### config.mk
export PLATFORM = sky130hd
export DESIGN_NAME = regfile_wb_arbiter
export DESIGN_NICKNAME = d
export VERILOG_FILES = /design/src/rtl/regfile_wb_arbiter.sv
export SDC_FILE = /design/constraint.sdc
export NUM_CORES = 1
export LEC_CHECK = 0
export ABC_CLOCK_PERIOD_IN_PS = 16700
export CORE_MARGIN = 4
export CORE_UTILIZATION = 35
export DETAILED_ROUTE_END_ITERATION = 6
export GPL_ROUTABILITY_DRIVEN = 0
export GPL_TIMING_DRIVEN = 0
export PLACE_DENSITY = 0.71
export SLEW_MARGIN = 40
export SYNTH_ARGS = -nofsm -noshare
export SYNTH_HDL_FRONTEND = slang
export SYNTH_SLANG_ARGS = --single-unit
### constraint.sdc
create_clock -name clk -period 16.7 [get_ports clk]
set_clock_uncertainty 0.15 [all_clocks]
set_input_delay 2.505 -clock clk [delete_from_list [all_inputs] [get_ports clk]]
set_output_delay 2.505 -clock clk [all_outputs]
set_load 0.005 [all_outputs]
### src/rtl/regfile_wb_arbiter.sv
// Writeback arbiter for the single register-file write port.
// Round-robin between ALU writeback (req0) and load/multicycle writeback (req1).
// One registered write slot, and a 32-entry busy scoreboard that drives the issue-stage stall.
module regfile_wb_arbiter #(
    parameter int N = 32
) (
    input  logic         clk,
    input  logic         rst,
    input  logic         req0_valid,
    input  logic [4:0]   req0_addr,
    input  logic [N-1:0] req0_data,
    output logic         req0_ready,
    input  logic         req1_valid,
    input  logic [4:0]   req1_addr,
    input  logic [N-1:0] req1_data,
    output logic         req1_ready,
    output logic [4:0]   wr_addr,
    output logic [N-1:0] wr_data,
    output logic         wr_ena,
    input  logic         reserve_ena,
    input  logic [4:0]   reserve_addr,
    input  logic [4:0]   rd_addr0,
    input  logic [4:0]   rd_addr1,
    output logic         stall,
    output logic [31:0]  busy,
    output logic [5:0]   pending_cnt,
    output logic         err_double_reserve
);

    logic         last_grant_q;
    logic [4:0]   wr_addr_q;
    logic [N-1:0] wr_data_q;
    logic         wr_ena_q;
    logic [31:0]  busy_q;
    logic [31:0]  busy_d;
    logic [5:0]   pending_cnt_q;
    logic         err_q;

    logic         grant0;
    logic         grant1;
    logic         hs;
    logic [4:0]   g_addr;
    logic [N-1:0] g_data;
    logic [31:0]  set_mask;
    logic [31:0]  clr_mask;
    logic         dbl_hit;

    function automatic logic [5:0] popcount32(input logic [31:0] v);
        logic [5:0] c;
        c = '0;
        for (int i = 0; i < 32; i++) begin
            c = c + {5'd0, v[i]};
        end
        return c;
    endfunction

    // Round-robin grant: the requester that did not win last time wins a tie.
    always_comb begin
        grant0 = rst & req0_valid & (~req1_valid | last_grant_q);
        grant1 = rst & req1_valid & (~req0_valid | ~last_grant_q);
        hs     = grant0 | grant1;
        g_addr = grant1 ? req1_addr : req0_addr;
        g_data = grant1 ? req1_data : req0_data;
    end

    // Scoreboard next state: a reservation overrides a same-cycle clear, and r0 never goes busy.
    always_comb begin
        set_mask = '0;
        clr_mask = '0;
        if (reserve_ena && (reserve_addr != 5'd0)) begin
            set_mask[reserve_addr] = 1'b1;
        end
        if (wr_ena_q) begin
            clr_mask[wr_addr_q] = 1'b1;
        end
        busy_d    = (busy_q & ~clr_mask) | set_mask;
        busy_d[0] = 1'b0;
        dbl_hit   = |(set_mask & busy_q & ~clr_mask);
    end

    // Write slot and grant history: capture the winner, suppress the enable for r0.
    always_ff @(posedge clk) begin
        if (!rst) begin
            last_grant_q <= 1'b1;
            wr_addr_q    <= '0;
            wr_data_q    <= '0;
            wr_ena_q     <= 1'b0;
        end else if (hs) begin
            last_grant_q <= grant1;
            wr_addr_q    <= g_addr;
            wr_data_q    <= g_data;
            wr_ena_q     <= (g_addr != 5'd0);
        end else begin
            wr_ena_q     <= 1'b0;
        end
    end

    // Busy bits, their registered popcount, and the sticky double-reserve flag.
    always_ff @(posedge clk) begin
        if (!rst) begin
            busy_q        <= '0;
            pending_cnt_q <= '0;
            err_q         <= 1'b0;
        end else begin
            busy_q        <= busy_d;
            pending_cnt_q <= popcount32(busy_d);
            if (dbl_hit) begin
                err_q <= 1'b1;
            end
        end
    end

    // An in-flight write is dropped if reset arrives before the register file commits it.
    assign wr_ena             = wr_ena_q & rst;
    assign wr_addr            = wr_addr_q;
    assign wr_data            = wr_data_q;
    assign req0_ready         = grant0;
    assign req1_ready         = grant1;
    assign stall              = rst & (busy_q[rd_addr0] | busy_q[rd_addr1]);
    assign busy               = busy_q;
    assign pending_cnt        = pending_cnt_q;
    assign err_double_reserve = err_q;

endmodule

# == After elaboration in Yosys (flattened, before gate mapping) ==
# Cells that the tools add are included.
# W data, S select, Z words.
# op_classes
add_sub_neg,30
magnitude_cmp,6
mux,12
bitwise_logic,18
n_reduce_logical,7
# ops
operator,n
$add A6 B1 Y6,25
$and A32 B32 Y32,3
$mux W32,3
$not A32 Y32,1
$or A32 B32 Y32,1
$reduce_or A32 Y1,1
$lt A5 B6 Y1 const B,4
$bmux W1 S5,2
$demux W1 S5,2
$ge A5 B1 Y1 const B,2
$reduce_bool A5 Y1,2
$add A5 B1 Y6,1
$and A1 B1 Y1,6
$add A4 B1 Y5,1
$mux W5,1
$add A3 B1 Y4,1
$mux W1,4
$or A1 B1 Y1,4
$add A2 B1 Y3,1
$logic_and A1 B1 Y1,3
$not A1 Y1,3
$add A1 B1 Y2,1
$reduce_and A2 Y1,1
# totals
regBits,78
input_bits,94
out_inout_bits,80
wordCells,81

# == Logic depth before layout (Yosys ltp) ==
# logic_depth
word_depth,38
ltp_mapped,20
depth_no_buf,19

# == Least setup slack after synthesis ==
# OpenSTA, ideal clock, no wires.
# synth_timing
path_kind,in2reg
from,in reserve_addr[0]
to,reg pending_cnt_q[4] (netlist: pending_cnt[4])
setup_ps,115
t_arrival_ps,7744
t_required_ps,16435
path_slack_ps,8691
path_stages,19
n_path_buf,1
cell_sequence,buf_2 -> or4b_1 -> nor2_1 -> nor2_1 -> fa_1 -> inv_1 -> fa_1 -> fa_1 -> fa_1 -> inv_1 -> fa_1 -> fa_1 -> fa_1 -> inv_1 -> fa_1 -> a21o_1 -> a21oi_1 -> xnor2_1 -> and2_1
# synth_between
elab_chain_len,36
elab_cells_between_ends,39
cone_classes,add/sub (30); order compare (2); mux (3); bitwise (1); reduce/logical (3)
# synth_lines
element,line,rtl
start: declaration,21,"input logic [4:0] reserve_addr,"
$lt A5 B6 Y1 (implied by the code) or $ge A5 B1 Y1 (tied branches),71,set_mask[reserve_addr] = 1'b1;
$logic_and A1 B1 Y1 (implied by the code),71,
$mux W1 (implied by the code),71,
$demux W1 S5,71,
$mux W32 *,70,if (reserve_ena && (reserve_addr != 5'd0)) begin
$or A32 B32 Y32 *,76,busy_d = (busy_q & ~clr_mask) | set_mask;
$add A1 B1 Y2,52,"c = c + {5'd0, v[i]};"
$add A2 B1 Y3,52,
$add A3 B1 Y4,52,
$add A4 B1 Y5,52,
$add A5 B1 Y6,52,
$add A6 B1 Y6 (24 in a row),52,
$add A6 B1 Y6 *,52,
end signal: assignment,106,pending_cnt_q <= popcount32(busy_d);
end: declaration,36,logic [5:0] pending_cnt_q;
# Mark *: on every way between the ends. The rest lies on a longest branch, timed or not.
# A chain may end at the register's enable or synchronous reset.

# == Final worst setup path ==
# layout_timing
from,in reserve_addr[2]
to,reg pending_cnt_q[4] (netlist: pending_cnt[4])
# Same word-level chain as after synthesis.

==> results.sh <==
export IMPL_root_buffer="clkbuf_16"
export IMPL_route_detailed_drc=0
export IMPL_hpwl_um=13810
export IMPL_core_region_area_mm2=0.01410
export IMPL_internal_power_w=0.0004122
export IMPL_cts_hold_buf=0
export IMPL_synthCells=554
export IMPL_cts_tree="done"
export IMPL_outcome="complete, no violations"
export IMPL_crit_type="input pin to register"
export IMPL_setup_ws_ns=8.156
export IMPL_start_util_pct=36.23
export IMPL_syn_area_per_cell_um2=9.219
export IMPL_rsz0062_at_grt="no"
export IMPL_holdWs_ns=0.3964
export IMPL_power_density_mw_per_mm2=75.09
export IMPL_ir_worst_vdd_v=0.00005677
export IMPL_grt_max_degree=13
export IMPL_crit_path_cell_trace="clkdlybuf4s50_1, buf_2, nand2b_1, clkbuf_1, nor2_1, a21oi_1, fa_1, fa_1, inv_1, fa_1, fa_1, inv_1, fa_1, fa_1, fa_1, inv_1, fa_1, a21o_1, a21oi_1, xnor2_1, and2_1"
export IMPL_antenna_found_initial=0
export IMPL_fmax_mhz=117.0
export IMPL_relSlewSlack_pct=43.63
export IMPL_drtPass1Iterations=5
export IMPL_pwr_share_clk_pct=42.3
export IMPL_io_buffers=165
export IMPL_setup_viol_count_final=0
export IMPL_max_stage_delay_ns=0.55
export IMPL_clk_latency_ns=0.35
export IMPL_dp_worst_setup_slack_ns=7.865
export IMPL_synth_warning_count=0
export IMPL_tightestPinTransition_ns=0.8337
export IMPL_pwr_share_seq_pct=36.8
export IMPL_r2r_start="wr_addr[1]$_SDFFE_PN0N_"
export IMPL_drv_cap=0
export IMPL_setup_tns_ns=0
export IMPL_p_sw_w=0.0001385
export IMPL_syn2layout_area_growth_pct=43.58
export IMPL_die_h_um=128.8
export IMPL_cts_max_path_buffers=2
export IMPL_postCtsSetupRepairBufs=0
export IMPL_hold_viol_final=0
export IMPL_rows=43
export IMPL_synthTopCellsByArea="dfxtp_1 (30%), fa_1 (9.0%), mux2i_1 (8.0%), o211a_1 (7.3%), mux4_2 (6.2%)"
export IMPL_async_flop_share_pct=0
export IMPL_power_share_combinational_pct=21.0
export IMPL_drt_iter0_markers=342
export IMPL_cp_start_kind="input pin"
export IMPL_holdCritStartpoint="last_grant_q$_SDFFE_PN1N_"
export IMPL_synth_top_flop_cell="dfxtp_1"
export IMPL_diodes=0
export IMPL_final_nets=854
export IMPL_cts_resized=0
export IMPL_yosysSeqAreaShare_pct=30.18
export IMPL_cts_sinks=77
export IMPL_period_share_pct=51.16
export IMPL_crit_top_cell="fa_1"
export IMPL_yosysTopAreaCell="dfxtp_1"
export IMPL_first_global_vias=5333
export IMPL_grt_pass1_wl_um=27670
export IMPL_leakage_nw=3.363
export IMPL_cp_end_kind="register"
export IMPL_drive_gt1_share_pct=7.766
export IMPL_final_antenna_net_count=0
export IMPL_worstSetupStartpoint="reserve_addr[2]"
export IMPL_drt_total_wl_um=17540
export IMPL_crit_required_ns=16.79
export IMPL_synth_nets=678
export IMPL_slew_violations=0
export IMPL_grt_overflow=0
export IMPL_gr_usage_all_layers_pct=21.33
export IMPL_crit_slowest_cell="fa_1"
export IMPL_fin_crit_ns=8.544
export IMPL_synth_edf_count=0
export IMPL_cts_clk_slew_worst_paths_ns=0.06
export IMPL_die_area_mm2=0.01659
export IMPL_vias_per_cell=5.649
export IMPL_synth_top_area_share_pct=30.18
export IMPL_synth_distinct_cells=56
export IMPL_ys_ff_latch=77
export IMPL_htreeDepth=3
export IMPL_routedWlPerCell_um=19.19
export IMPL_syn_area_mm2=0.005107
export IMPL_cp_arrival_ns=8.63
export IMPL_cts_buffers=9
export IMPL_io_pins=174
export IMPL_dr_total_vias=5163
export IMPL_sw_frac_of_total_pct=25.15
export IMPL_hp_class="register to register"
export IMPL_power_total_w=0.0005506
export IMPL_critPathMaxFanout=10
export IMPL_die_x_um=128.8
[final timing paths]
check / slack (ns) / cells past startpoint / end
max: 8.16 / 21 / pending_cnt[4]$_SDFF_PN0_
min: 0.40 / 2 / last_grant_q$_SDFFE_PN1N_
max reg2reg: 10.36 / 18 / pending_cnt[4]$_SDFF_PN0_
min reg2reg: 0.40 / 2 / last_grant_q$_SDFFE_PN1N_
[cells in the mapped netlist, drive strengths merged, types with 9 or more instances]
cell type,instances
dfxtp,77
a2111oi,13
o21ai,9
a21oi,19
and2,18
nor2,37
mux2i,41
nor2b,22
o211a,37
nand3,15
clkbuf,19
inv,36
buf,20
nand2,77
mux4,14
fa,23
[cells in the final DEF (no fill, tap or decap), types with 6 or more instances in the layout]
master / instances
nand2_1: 77
clkdlybuf4s50_1: 165
a211oi_1: 7
mux4_2: 14
a2111oi_0: 7
nor2_1: 36
mux2i_1: 41
nor2b_1: 22
clkbuf_1: 19
buf_2: 11
ha_1: 7
fa_1: 23
clkbuf_16: 9
o211a_1: 37
nand3_1: 15
dfxtp_1: 77
o21ai_0: 9
a21o_1: 6
a21oi_1: 19
inv_1: 36
and2_1: 18
[per-layer routing]
metal | up-vias | wire length (µm) | GRT usage [%]
met5 | - | 0 | 0
met4 | 0 | 738 | 10.44
met3 | 71 | 2288 | 6.974
met2 | 369 | 7950 | 34.94
met1 | 2398 | 6564 | 25.14
li1 | 2325 | - | -
[stage by stage]
step	std cells	cell area (µm²)	utilization, %
6_report	914	7333	52.02
5_1_grt	914	7333	52.02
4_1_cts	914	7332	52.01
3_5_place_dp	899	6984	49.55
3_3_place_gp	899	6984	49.55
2_1_floorplan	554	5107	-
[critical path: cells and delay by family]
| family | cells | cell delay (ns) |
|---|---|---|
| xor+xnor | 1 | 0.07 |
| buf+inv | 6 | 1.34 |
| fa+ha+maj | 8 | 3.60 |
| simple gates | 3 | 0.48 |
| compound gates | 3 | 0.62 |
[final cells by class]
type / instances / area (µm²)
clock buffer: 11 / 252.7
clock inverter: 4 / 95.09
inverter: 36 / 135.1
multi-input combinational: 402 / 3253
fill: 1313 / 6763
timing repair buffer: 165 / 1652
sequential: 77 / 1541
tap: 180 / 225.2
buffer: 39 / 178.9
[registers in the layout (all words and copies together), names as in the netlist]
signal and cells:
wr_addr 5, wr_ena_q 1, pending_cnt 6, err_double_reserve 1, last_grant_q 1, busy 31
wr_data 32
[power by group through the flow]
stage | logic [W] | registers (W) | clock network [W]
floorplan | 0.0000560 | 0.000205 | 0
global route | 0.000127 | 0.000204 | 0.000245
global placement | 0.000113 | 0.000206 | 0
CTS | 0.000116 | 0.000202 | 0.000237
detailed placement | 0.000116 | 0.000206 | 0
finish | 0.000115 | 0.000203 | 0.000233
[cells by family after synthesis]
logic type | synth area share (%)
AOI/OAI and AO/OA | 17.42
xor gates and xnor gates | 0.5145
adders and majority gates | 10.73
buffers and inverters | 6.149
DFF | 30.18
muxes | 14.65
other | 0.07342
and+or+nand+nor | 20.28
Power figures use the tool's default switching activity.
